## config.mk

```make
export PLATFORM = sky130hd
export DESIGN_NAME = mul_add_nbym_flat
export DESIGN_NICKNAME = d
export VERILOG_FILES = /design/src/rtl/mul_add_pkg.sv /design/src/rtl/mul_add_nbym_if.sv /design/src/rtl/mul_add_datapath.sv /design/src/rtl/mul_add_nbym.sv /design/src/flat_wrapper.sv
export SDC_FILE = /design/constraint.sdc
export NUM_CORES = 1
export LEC_CHECK = 0
export ABC_AREA = 1
export BUFFER_PORTS_ARGS = -buffer_cell sky130_fd_sc_hd__clkbuf_2
export CAP_MARGIN = 20
export CORE_UTILIZATION = 45
export CTS_CLUSTER_DIAMETER = 50
export DETAILED_ROUTE_END_ITERATION = 10
export GPL_ROUTABILITY_DRIVEN = 1
export PLACE_DENSITY = 0.68
export SLEW_MARGIN = 20
export SYNTH_ARGS = -nofsm -noshare
export SYNTH_HDL_FRONTEND = slang
export SYNTH_SLANG_ARGS = --single-unit
```

## constraint.sdc

```tcl
create_clock -name clk -period 2.13 [get_ports clk]
set_clock_uncertainty 0.05 [all_clocks]
set_input_delay 0.5325 -clock clk [delete_from_list [all_inputs] [get_ports clk]]
set_output_delay 0.5325 -clock clk [all_outputs]
set_load 0.03 [all_outputs]
```

## src/rtl/mul_add_pkg.sv

```systemverilog
// Shared constants and state type for the sequential multiply-add unit.
package mul_add_pkg;
    localparam int unsigned MW = 8;
    localparam int unsigned PW = 2 * MW;
    localparam int unsigned CW = $clog2(MW + 1);

    typedef enum logic {
        IDLE = 1'b0,
        CALC = 1'b1
    } state_e;
endpackage

```

## src/rtl/mul_add_nbym_if.sv

```systemverilog
// Start/Ready handshake bundle for mul_add_nbym.
interface mul_add_nbym_if;
    import mul_add_pkg::*;

    logic          St;
    logic [MW-1:0] Multiplicand_in;
    logic [MW-1:0] Multiplier_in;
    logic [MW-1:0] Addend_in;
    logic          Ready;
    logic [PW-1:0] Product;

    modport master (output St, Multiplicand_in, Multiplier_in, Addend_in,
                    input  Ready, Product);
    modport slave  (input  St, Multiplicand_in, Multiplier_in, Addend_in,
                    output Ready, Product);
endinterface

```

## src/rtl/mul_add_datapath.sv

```systemverilog
// A/Q/M registers with add-and-shift step; MUL_EARLY_EXIT_EN adds a barrel
// shift that finishes once no multiplier bits remain to be consumed.
module mul_add_datapath
    import mul_add_pkg::*;
(
    input  logic          clk,
    input  logic          rst,
    input  logic          load_c,
    input  logic          step_c,
    input  logic [MW-1:0] mcand,
    input  logic [MW-1:0] mplier,
    input  logic [MW-1:0] addend,
    input  logic [CW-1:0] cnt,
    output logic          last_c,
    output logic [PW-1:0] product_c
);
    logic [MW:0]   a_q, a_d;
    logic [MW-1:0] q_q, q_d;
    logic [MW-1:0] m_q, m_d;
    logic [MW:0]   sum_c;
    logic [2*MW:0] shift_c;

    // One add-and-shift step; the adder carry lands in the top bit of A
    always_comb begin
        sum_c   = a_q + (q_q[0] ? {1'b0, m_q} : '0);
        shift_c = {sum_c, q_q} >> 1;
        a_d     = a_q;
        q_d     = q_q;
        m_d     = m_q;
        if (load_c) begin
            a_d = {1'b0, addend};
            q_d = mplier;
            m_d = mcand;
        end else if (step_c) begin
            a_d = shift_c[2*MW:MW];
            q_d = shift_c[MW-1:0];
        end
    end

`ifdef MUL_EARLY_EXIT_EN
    logic [CW-1:0] rem_c;
    logic [MW-1:0] mask_c;

    // rem_c = multiplier bits still unconsumed after this step
    always_comb begin
        rem_c = CW'(MW - 1) - cnt;
        for (int unsigned i = 0; i < MW; i++) begin
            mask_c[i] = (CW'(i) < rem_c);
        end
        last_c    = (((q_q >> 1) & mask_c) == '0);
        product_c = PW'(shift_c >> rem_c);
    end
`else
    always_comb begin
        last_c    = (cnt == CW'(MW - 1));
        product_c = PW'(shift_c);
    end
`endif

    always_ff @(posedge clk) begin
        if (rst) begin
            a_q <= '0;
            q_q <= '0;
            m_q <= '0;
        end else begin
            a_q <= a_d;
            q_q <= q_d;
            m_q <= m_d;
        end
    end
endmodule

```

## src/rtl/mul_add_nbym.sv

```systemverilog
// Sequential Product = Multiplicand * Multiplier + Addend with St/Ready handshake.
// Optional MUL_EARLY_EXIT_EN shortens latency for small multipliers.
module mul_add_nbym
    import mul_add_pkg::*;
(
    input  logic           clk,
    input  logic           rst,
    mul_add_nbym_if.slave  bus
);
    state_e        state_q, state_d;
    logic [CW-1:0] cnt_q, cnt_d;
    logic          ready_q, ready_d;
    logic [PW-1:0] product_q, product_d;
    logic          load_c, step_c, last_c;
    logic [PW-1:0] step_product_c;

    mul_add_datapath u_dp (
        .clk       (clk),
        .rst       (rst),
        .load_c    (load_c),
        .step_c    (step_c),
        .mcand     (bus.Multiplicand_in),
        .mplier    (bus.Multiplier_in),
        .addend    (bus.Addend_in),
        .cnt       (cnt_q),
        .last_c    (last_c),
        .product_c (step_product_c)
    );

    // Start only from IDLE; St during CALC (including the final edge) is ignored
    always_comb begin
        state_d   = state_q;
        cnt_d     = cnt_q;
        ready_d   = ready_q;
        product_d = product_q;
        load_c    = 1'b0;
        step_c    = 1'b0;
        case (state_q)
            IDLE: begin
                if (bus.St) begin
                    load_c  = 1'b1;
                    cnt_d   = '0;
                    ready_d = 1'b0;
                    state_d = CALC;
                end
            end
            CALC: begin
                step_c = 1'b1;
                cnt_d  = cnt_q + CW'(1);
                if (last_c) begin
                    product_d = step_product_c;
                    ready_d   = 1'b1;
                    state_d   = IDLE;
                end
            end
            default: state_d = IDLE;
        endcase
    end

    always_ff @(posedge clk) begin
        if (rst) begin
            state_q   <= IDLE;
            cnt_q     <= '0;
            ready_q   <= 1'b1;
            product_q <= '0;
        end else begin
            state_q   <= state_d;
            cnt_q     <= cnt_d;
            ready_q   <= ready_d;
            product_q <= product_d;
        end
    end

    assign bus.Ready   = ready_q;
    assign bus.Product = product_q;
endmodule
```

## src/flat_wrapper.sv

```systemverilog
// flat-port wrapper written by rule: the top's interface ports become plain ports
module mul_add_nbym_flat import mul_add_pkg::*;
  (clk, rst, bus_St, bus_Multiplicand_in, bus_Multiplier_in, bus_Addend_in, bus_Ready, bus_Product);
  mul_add_nbym_if bus_i ();
  input  logic clk;
  input  logic rst;
  input wire logic [$bits(bus_i.St)-1:0] bus_St;
  input wire logic [$bits(bus_i.Multiplicand_in)-1:0] bus_Multiplicand_in;
  input wire logic [$bits(bus_i.Multiplier_in)-1:0] bus_Multiplier_in;
  input wire logic [$bits(bus_i.Addend_in)-1:0] bus_Addend_in;
  output wire logic [$bits(bus_i.Ready)-1:0] bus_Ready;
  output wire logic [$bits(bus_i.Product)-1:0] bus_Product;
  assign bus_i.St = bus_St;
  assign bus_i.Multiplicand_in = bus_Multiplicand_in;
  assign bus_i.Multiplier_in = bus_Multiplier_in;
  assign bus_i.Addend_in = bus_Addend_in;
  assign bus_Ready = bus_i.Ready;
  assign bus_Product = bus_i.Product;
  mul_add_nbym u_core (.clk(clk), .rst(rst), .bus(bus_i));
endmodule
```

==> results of run 1 <==
[how the worst min path moves through the flow]
stage | cells after the start | startpoint | slack, ns | end
finish | 2 | u_core.bus.Product[10] | 0.40 | u_core.bus.Product[10]
global route | 2 | u_core.bus.Product[14] | 0.42 | u_core.bus.Product[14]
CTS | 2 | u_core.bus.Product[10] | 0.40 | u_core.bus.Product[10]
detailed placement | 2 | u_core.bus.Product[14] | 0.39 | u_core.bus.Product[14]
global placement | 2 | u_core.bus.Product[14] | 0.39 | u_core.bus.Product[14]
floorplan | 2 | u_core.u_dp.q_q[4] | 0.39 | u_core.bus.Product[3]
[metrics by stage]
step	util	total power [W]	hold WS (ns)	std cells	area (sq um)
global placement	0.522	0.00114	0.386	401	2470
CTS	0.539	0.00165	0.405	408	2550
detailed placement	0.522	0.00114	0.389	401	2470
finish	0.541	0.00164	0.403	408	2550
global route	0.541	0.00172	0.418	408	2550
floorplan	-	0.00108	0.388	298	2210
[flip-flops by register name (all words and copies together), names as in the netlist]
register,count
u_core.u_dp.a_q,8
u_core.bus.Product,16
u_core.bus.Ready,1
u_core.u_dp.m_q,8
u_core.state_q,1
u_core.cnt_q,4
u_core.u_dp.q_q,8
[logic make-up after synthesis]
family          Yosys count  synth area share
simple gates            139             0.275
buf+inv                  55             0.108
flops                    46             0.417
compound gates           45             0.128
fa+ha+maj                10            0.0601
xor+xnor                  3            0.0119
[cells in the mapped netlist]
cell type  count  area (sq um)
nand2_1       84           315
dfxtp_1       46           921
inv_1         41           154
nor2_1        24          90.1
nand3_1       19          95.1
o21ai_0       16          80.1
a21oi_1        9          45.0
ha_1           9           113
a22o_1         7          61.3
clkbuf_1       5          18.8
nand4_1        4          25.0
o221ai_1       4          35.0
a31oi_1        3          18.8
buf_6          3          33.8
buf_2          2          10.0
inv_2          2          7.51
nand2_2        2          12.5
nor2_4         2          22.5
nor3_1         2          10.0
o211ai_1       2          15.0
xnor2_1        2          17.5
a211oi_1       1          7.51
a21o_1         1          7.51
buf_4          1          7.51
fa_1           1          20.0
inv_4          1          6.26
nand3_4        1          17.5
nor2_8         1          20.0
o21a_1         1          7.51
o21ai_1        1          5.00
xor2_1         1          8.76
[tightest hold or removal path: cells and delay by family, from the launching register on]
| kind | cells | cell delay [ns] |
|---|---|---|
| flops | 1 | 0.31 |
| simple gates | 2 | 0.10 |
[metal layers]
layer	global-route usage	wire [um]	vias to the layer above
li1	-	-	1037
met1	0.255	2340	867
met2	0.324	2200	40
met3	0.0431	159	8
met4	0.0719	62	0
met5	0	0	-
[area by class of cell]
class	instances	share of cell area
sequential	46	0.360
inverter	44	0.0656
tap	67	0.0328
multi-input combinational	197	0.414
clock inverter	1	0.00294
timing repair buffer	47	0.0960
clock buffer	6	0.0284
[power groups by stage]
| stage | Clock [W] | Sequential [W] | Combinational, W |
|---|---|---|---|
| global route | 0.000565 | 0.000929 | 0.000224 |
| CTS | 0.000534 | 0.000923 | 0.000196 |
| global placement | 0 | 0.000943 | 0.000194 |
| detailed placement | 0 | 0.000943 | 0.000196 |
| finish | 0.000520 | 0.000923 | 0.000198 |
| floorplan | 0 | 0.000933 | 0.000147 |
[layout by cell type (no fill, tap or decap), drive strengths merged, types with 4 or more instances in the layout]
cell type	n
clkbuf	49
nand2	86
dfxtp	46
a21oi	9
nand3	20
ha	9
a22o	7
buf	4
o21ai	17
o221ai	4
nor2	27
inv	44
nand4	4
==> impl_results.md, run 1 <==
- Status: finished clean
- Filler cells: between 400 and 500
- Die span in y: 72.1 um
- Critical path class: reg -> reg
- Reg2reg setup slack: between 0.2 and 0.25 ns
- Worst Hold Class: reg -> reg
- Internal power: 0.00120 W
- Critical path depth: 10
- Syn Area/Cell: 7.41 sq um
- CP Cell Sequence: nand2_1 > inv_1 > ha_1 > fa_1 > nand3_1 > nand3_1 > nand2_1 > o211ai_1 > a21oi_1 > nor2_1
- Clock share of power: 0.317
- Global-route wire length before repair: 7950 um
- Max Cap Violations: 0
- Comb pwr share: 0.120
- Cell Rows: 25
- Synth Net Count: 335
- Post-CTS setup buffers: 0
- Worst relative slew slack: 0.627
- Grt total ovfl: 0
- Setup TNS: 0 ns
- ANT cells: 0
- Via count: 1952
- Largest net degree at the start of global routing: 25
- Worst-path fanout max: 9
- Max stage delay on crit path: between 0.4 and 0.5 ns
- Num CTS Buffers: 5
- Slew Viols, Final: 0
- Crit path DAT: 2.07 ns
- Fmax achieved: 519 MHz
- Crit path time final: 1.93 ns
- CP required: 2.27 ns
- Sequential share of power: 0.563
- Setup crit end: u_core.u_dp.a_q[7]
- Gpl congestion: 0.886
- Crit-path leading delay family: adder cells
- CP endpoint kind: register
- Core ar.: between 4000 and 5000 sq um
- Final #Nets: about 380
- Antenna Violating Nets Remaining: 0
- Final setup violation count: 0
- Ys Warns: 0
- RSZ-0062 raised after global routing: no
- CP startpoint kind: register
- Vias in the first global route: 1785
- Max clock buf depth: 2
- Static leakage: between 1 and 1.5 nW
- Seq/Total Area, Yosys: 0.417
- Final hold viol count: 0
- Pwr/cell area: 642 nW/um^2
- Cell variety after synth: 31
- CTS tree: done
- Die area: 5190 sq um
- Ratio of cells with drive above 1 in the final layout: 0.185
- RR Endpoint: u_core.u_dp.a_q[7]
- Initial Util: 0.468
- DP HPWL: 3490 um
- Cts hold-fix bufs: 0
- Iteration-0 DRC Markers: 100
- Critical Path Start: u_core.u_dp.q_q[0]
- Cell count of the worst reg-to-reg path: 10
- PnR worst setup slack: 0.203 ns
- Reg2Reg Launch Point: u_core.u_dp.q_q[0]
- NetSw: 0.000441 W
- Critical path's slowest cell: fa_1
- Worst vdd ir: 0.000444 V
- H-tree depth: 2
- Chip width: a little over 70 um
- Syn Inst Count: ~300
- Switching Share: 0.269
- Area growth, synth to finish: 15.7%
- Boundary pin count: 44
- WL/cell: about 12 um
- Clk slew on worst S/H paths: 0.08 ns
- Via-to-Cell Ratio: 4.78
- Total Wirelength: about 4800 um
- Worst-Margin Slew: 0.559 ns
- Buf/Inv on CP: 1
- Antenna violations before repair: 0
- Clk sink count: 46
- DP Worst Slack: 0.188 ns
- Port buffer count: 43
- Yosys reg bits: 46
- CTS resizes: 0
- Register area: 921 sq um
- Mapped cell area: 2210 sq um
- Fin crit share: 0.905
- Root Buffer: clkbuf_8
- Worst skew pair latency: 0.30 ns
- 1st-pass router iterations: 4
- Residual DRC: 0
- Area of the multi-input gates: ~1100 sq um
- GRT Util Overall: 0.197
No activity file was read; power rests on OpenSTA's default activity.
==> inputs of run 2 (changes only) <==
--- a/config.mk
+++ b/config.mk
@@ -8,6 +8,7 @@
 export ABC_AREA = 1
 export BUFFER_PORTS_ARGS = -buffer_cell sky130_fd_sc_hd__clkbuf_2
 export CAP_MARGIN = 20
+export CORE_MARGIN = 1
 export CORE_UTILIZATION = 45
 export CTS_CLUSTER_DIAMETER = 50
 export DETAILED_ROUTE_END_ITERATION = 10
==> constraint.sdc (replaced) <==
create_clock -name clk -period 2.3 [get_ports clk]
set_clock_uncertainty 0.05 [all_clocks]
set_input_delay 0.575 -clock clk [delete_from_list [all_inputs] [get_ports clk]]
set_output_delay 0.575 -clock clk [all_outputs]
set_load 0.03 [all_outputs]
==> run 2 against run 1 <==
Effect of this change:
- routed wire length hardly changed
- highest routed layer unchanged
- largest power group unchanged
- count of clock-buffer cells in the layout is 1 higher
- setup slack better by 0.17 ns
- non-clock buffer count is 1 higher
- final cell count is 0.49% higher
- core utilization is 0.53 points higher
==> impl_results.md, run 2 (synthesis gave the netlist of run 1 again) <==
- Worst-Margin Slew: 0.430 ns (-0.128 ns)
- Cell Rows: 25 (unchanged)
- Root Buffer: clkbuf_8
- Via count: 1953 (+0.051%)
- Worst vdd ir: 0.000315 V (-29%)
- Cell count of the worst reg-to-reg path: 9 (-1)
- Crit path DAT: 2.08 ns (about the same)
- Pwr/cell area: 617 nW/um^2 (-3.9%)
- Critical path class: reg -> reg
- Die span in y: 72.1 um (unchanged)
- Final setup violation count: 0 (unchanged)
- Chip width: 72.1 um (unchanged)
- GRT Util Overall: 0.196 (-0.00113)
- Post-CTS setup buffers: 0 (unchanged)
- Port buffer count: 43 (unchanged)
- Static leakage: 1.34 nW (+1.6%)
- Max stage delay on crit path: 0.42 ns (about the same)
- Fin crit share: 0.838 (-0.0670)
- Residual DRC: 0 (unchanged)
- Iteration-0 DRC Markers: 91 (-9.0%)
- CTS tree: done
- Max Cap Violations: 0 (unchanged)
- Commonest cells after routing, fill and taps aside: 84 x nand2_1, 46 x dfxtp_1, 43 x clkbuf_2
- Power consumption: 0.00159 W (-3.0%)
- Fmax achieved: 519 MHz (about the same)
- CP endpoint kind: register
- Clk slew on worst S/H paths: 0.09 ns (about the same)
- Core ar.: 4720 sq um (unchanged)
- Hold endpoint: u_core.bus.Product[14]
- Worst-path fanout max: 9 (unchanged)
- Area growth, synth to finish: 16.8%
- Reg2reg setup slack: 0.37 ns (+0.17 ns)
- Crit path time final: 1.93 ns (-0.000395 ns)
- Via-to-Cell Ratio: 4.76 (-0.44%)
- Clk sink count: 46 (unchanged)
- Worst relative slew slack: 0.713 (+0.0857)
- Hold path depth: 2 (unchanged)
- CP startpoint kind: register
- Max clock buf depth: 2 (unchanged)
- CP Cell Sequence: nand2_1 > inv_1 > ha_1 > fa_1 > nand3_1 > nand3_1 > xnor2_1 > nor2_1 > o21a_1
- Total Wirelength: 4760 um (about the same)
- DP HPWL: 3550 um (+1.7%)
- Reg2Reg Launch Point: u_core.u_dp.q_q[0]
- Die area: 5190 sq um (unchanged)
- Status: finished clean
- Hold Startpoint: u_core.bus.Product[14]
- Antenna Violating Nets Remaining: 0 (unchanged)
- Boundary pin count: 44 (unchanged)
- Most frequent CP cell: nand3_1
- CTS resizes: 0 (unchanged)
- RR Endpoint: u_core.u_dp.a_q[3]
- Num CTS Buffers: 5 (unchanged)
- Worst skew pair latency: 0.30 ns (about the same)
- Max reg flops: 16 (unchanged)
- Grt total ovfl: 0 (unchanged)
- Final hold viol count: 0 (unchanged)
- H-tree depth: 2 (unchanged)
- Worst Hold Class: reg -> reg
- Setup TNS: 0 ns (unchanged)
- Critical path's slowest cell: fa_1
- Global-route wire length before repair: 7890 um (-0.78%)
- Most common cell after layout, fill and taps aside: nand2_1
- CP required: 2.46 ns (+0.19 ns)
- Cts hold-fix bufs: 0 (unchanged)
- Vias in the first global route: 1752 (-1.8%)
- WL/cell: 11.6 um (-0.47%)
- Slew Viols, Final: 0 (unchanged)
- RSZ-0062 raised after global routing: no
- Gpl congestion: 0.857 (-3.3%)
- Ratio of cells with drive above 1 in the final layout: 0.190 (+0.00475)
- Initial Util: 0.468 (unchanged)
- Antenna violations before repair: 0 (unchanged)
- Final #Nets: 379 (+0.26%)
- Largest net degree at the start of global routing: 25 (unchanged)
- 1st-pass router iterations: 4 (unchanged)
- ANT cells: 0 (unchanged)
## run 2: worst max path at each step
stage | slack, ns | startpoint | cells past startpoint | endpoint
6_report | 0.37 | u_core.u_dp.q_q[0] | 9 | u_core.u_dp.a_q[3]
5_1_grt | 0.21 | u_core.u_dp.q_q[0] | 9 | u_core.u_dp.a_q[3]
3_3_place_gp | 0.40 | u_core.u_dp.q_q[0] | 9 | u_core.u_dp.a_q[3]
2_1_floorplan | 0.42 | u_core.u_dp.q_q[0] | 10 | u_core.u_dp.a_q[3]
4_1_cts | 0.35 | u_core.u_dp.q_q[0] | 9 | u_core.u_dp.a_q[3]
3_5_place_dp | 0.36 | u_core.u_dp.q_q[0] | 9 | u_core.u_dp.a_q[3]
## run 2: stage by stage
step	instance area, sq um	utilization	setup slack [ns]	hold slack [ns]	cells
finish	2580	0.546	0.374	0.403	410
global route	2580	0.546	0.214	0.418	410
CTS	2580	0.546	0.352	0.407	410
detailed placement	2470	0.524	0.356	0.392	402
global placement	2470	0.524	0.402	0.387	402
floorplan	2210	-	0.416	0.388	298
## run 2: final cells by class
cell class / count / area (sq um)
fillers: 477 / 2140
multi-input cells: 197 / 1050
flip-flops and latches: 46 / 921
repair buffers: 48 / 253
inverters: 44 / 168
clock buffers: 7 / 96.3
well taps: 67 / 83.8
clock inverters: 1 / 8.76
## run 2: layer usage
metal / track usage / share of wire / up-vias
met2: 0.318 / 0.44 / 36
li1: - / - / 1036
met1: 0.258 / 0.51 / 874
met3: 0.0403 / 0.030 / 7
met5: 0 / 0 / -
met4: 0.0741 / 0.016 / 0
## run 2: critical path: cells and delay by family (launching register included)
kind / cells / cell delay [ns]
flip-flops: 1 / 0.39
XOR/XNOR: 1 / 0.22
adder cells (fa/ha/maj): 2 / 0.61
AO/OA/AOI/OAI: 1 / 0.16
AND/OR/NAND/NOR: 4 / 0.37
buffers and inverters: 1 / 0.04
## run 2: power by group
part	switching, W	internal (W)
registers	0.0000215	0.000829
logic	0.000115	0.0000754
clock network	0.000276	0.000276
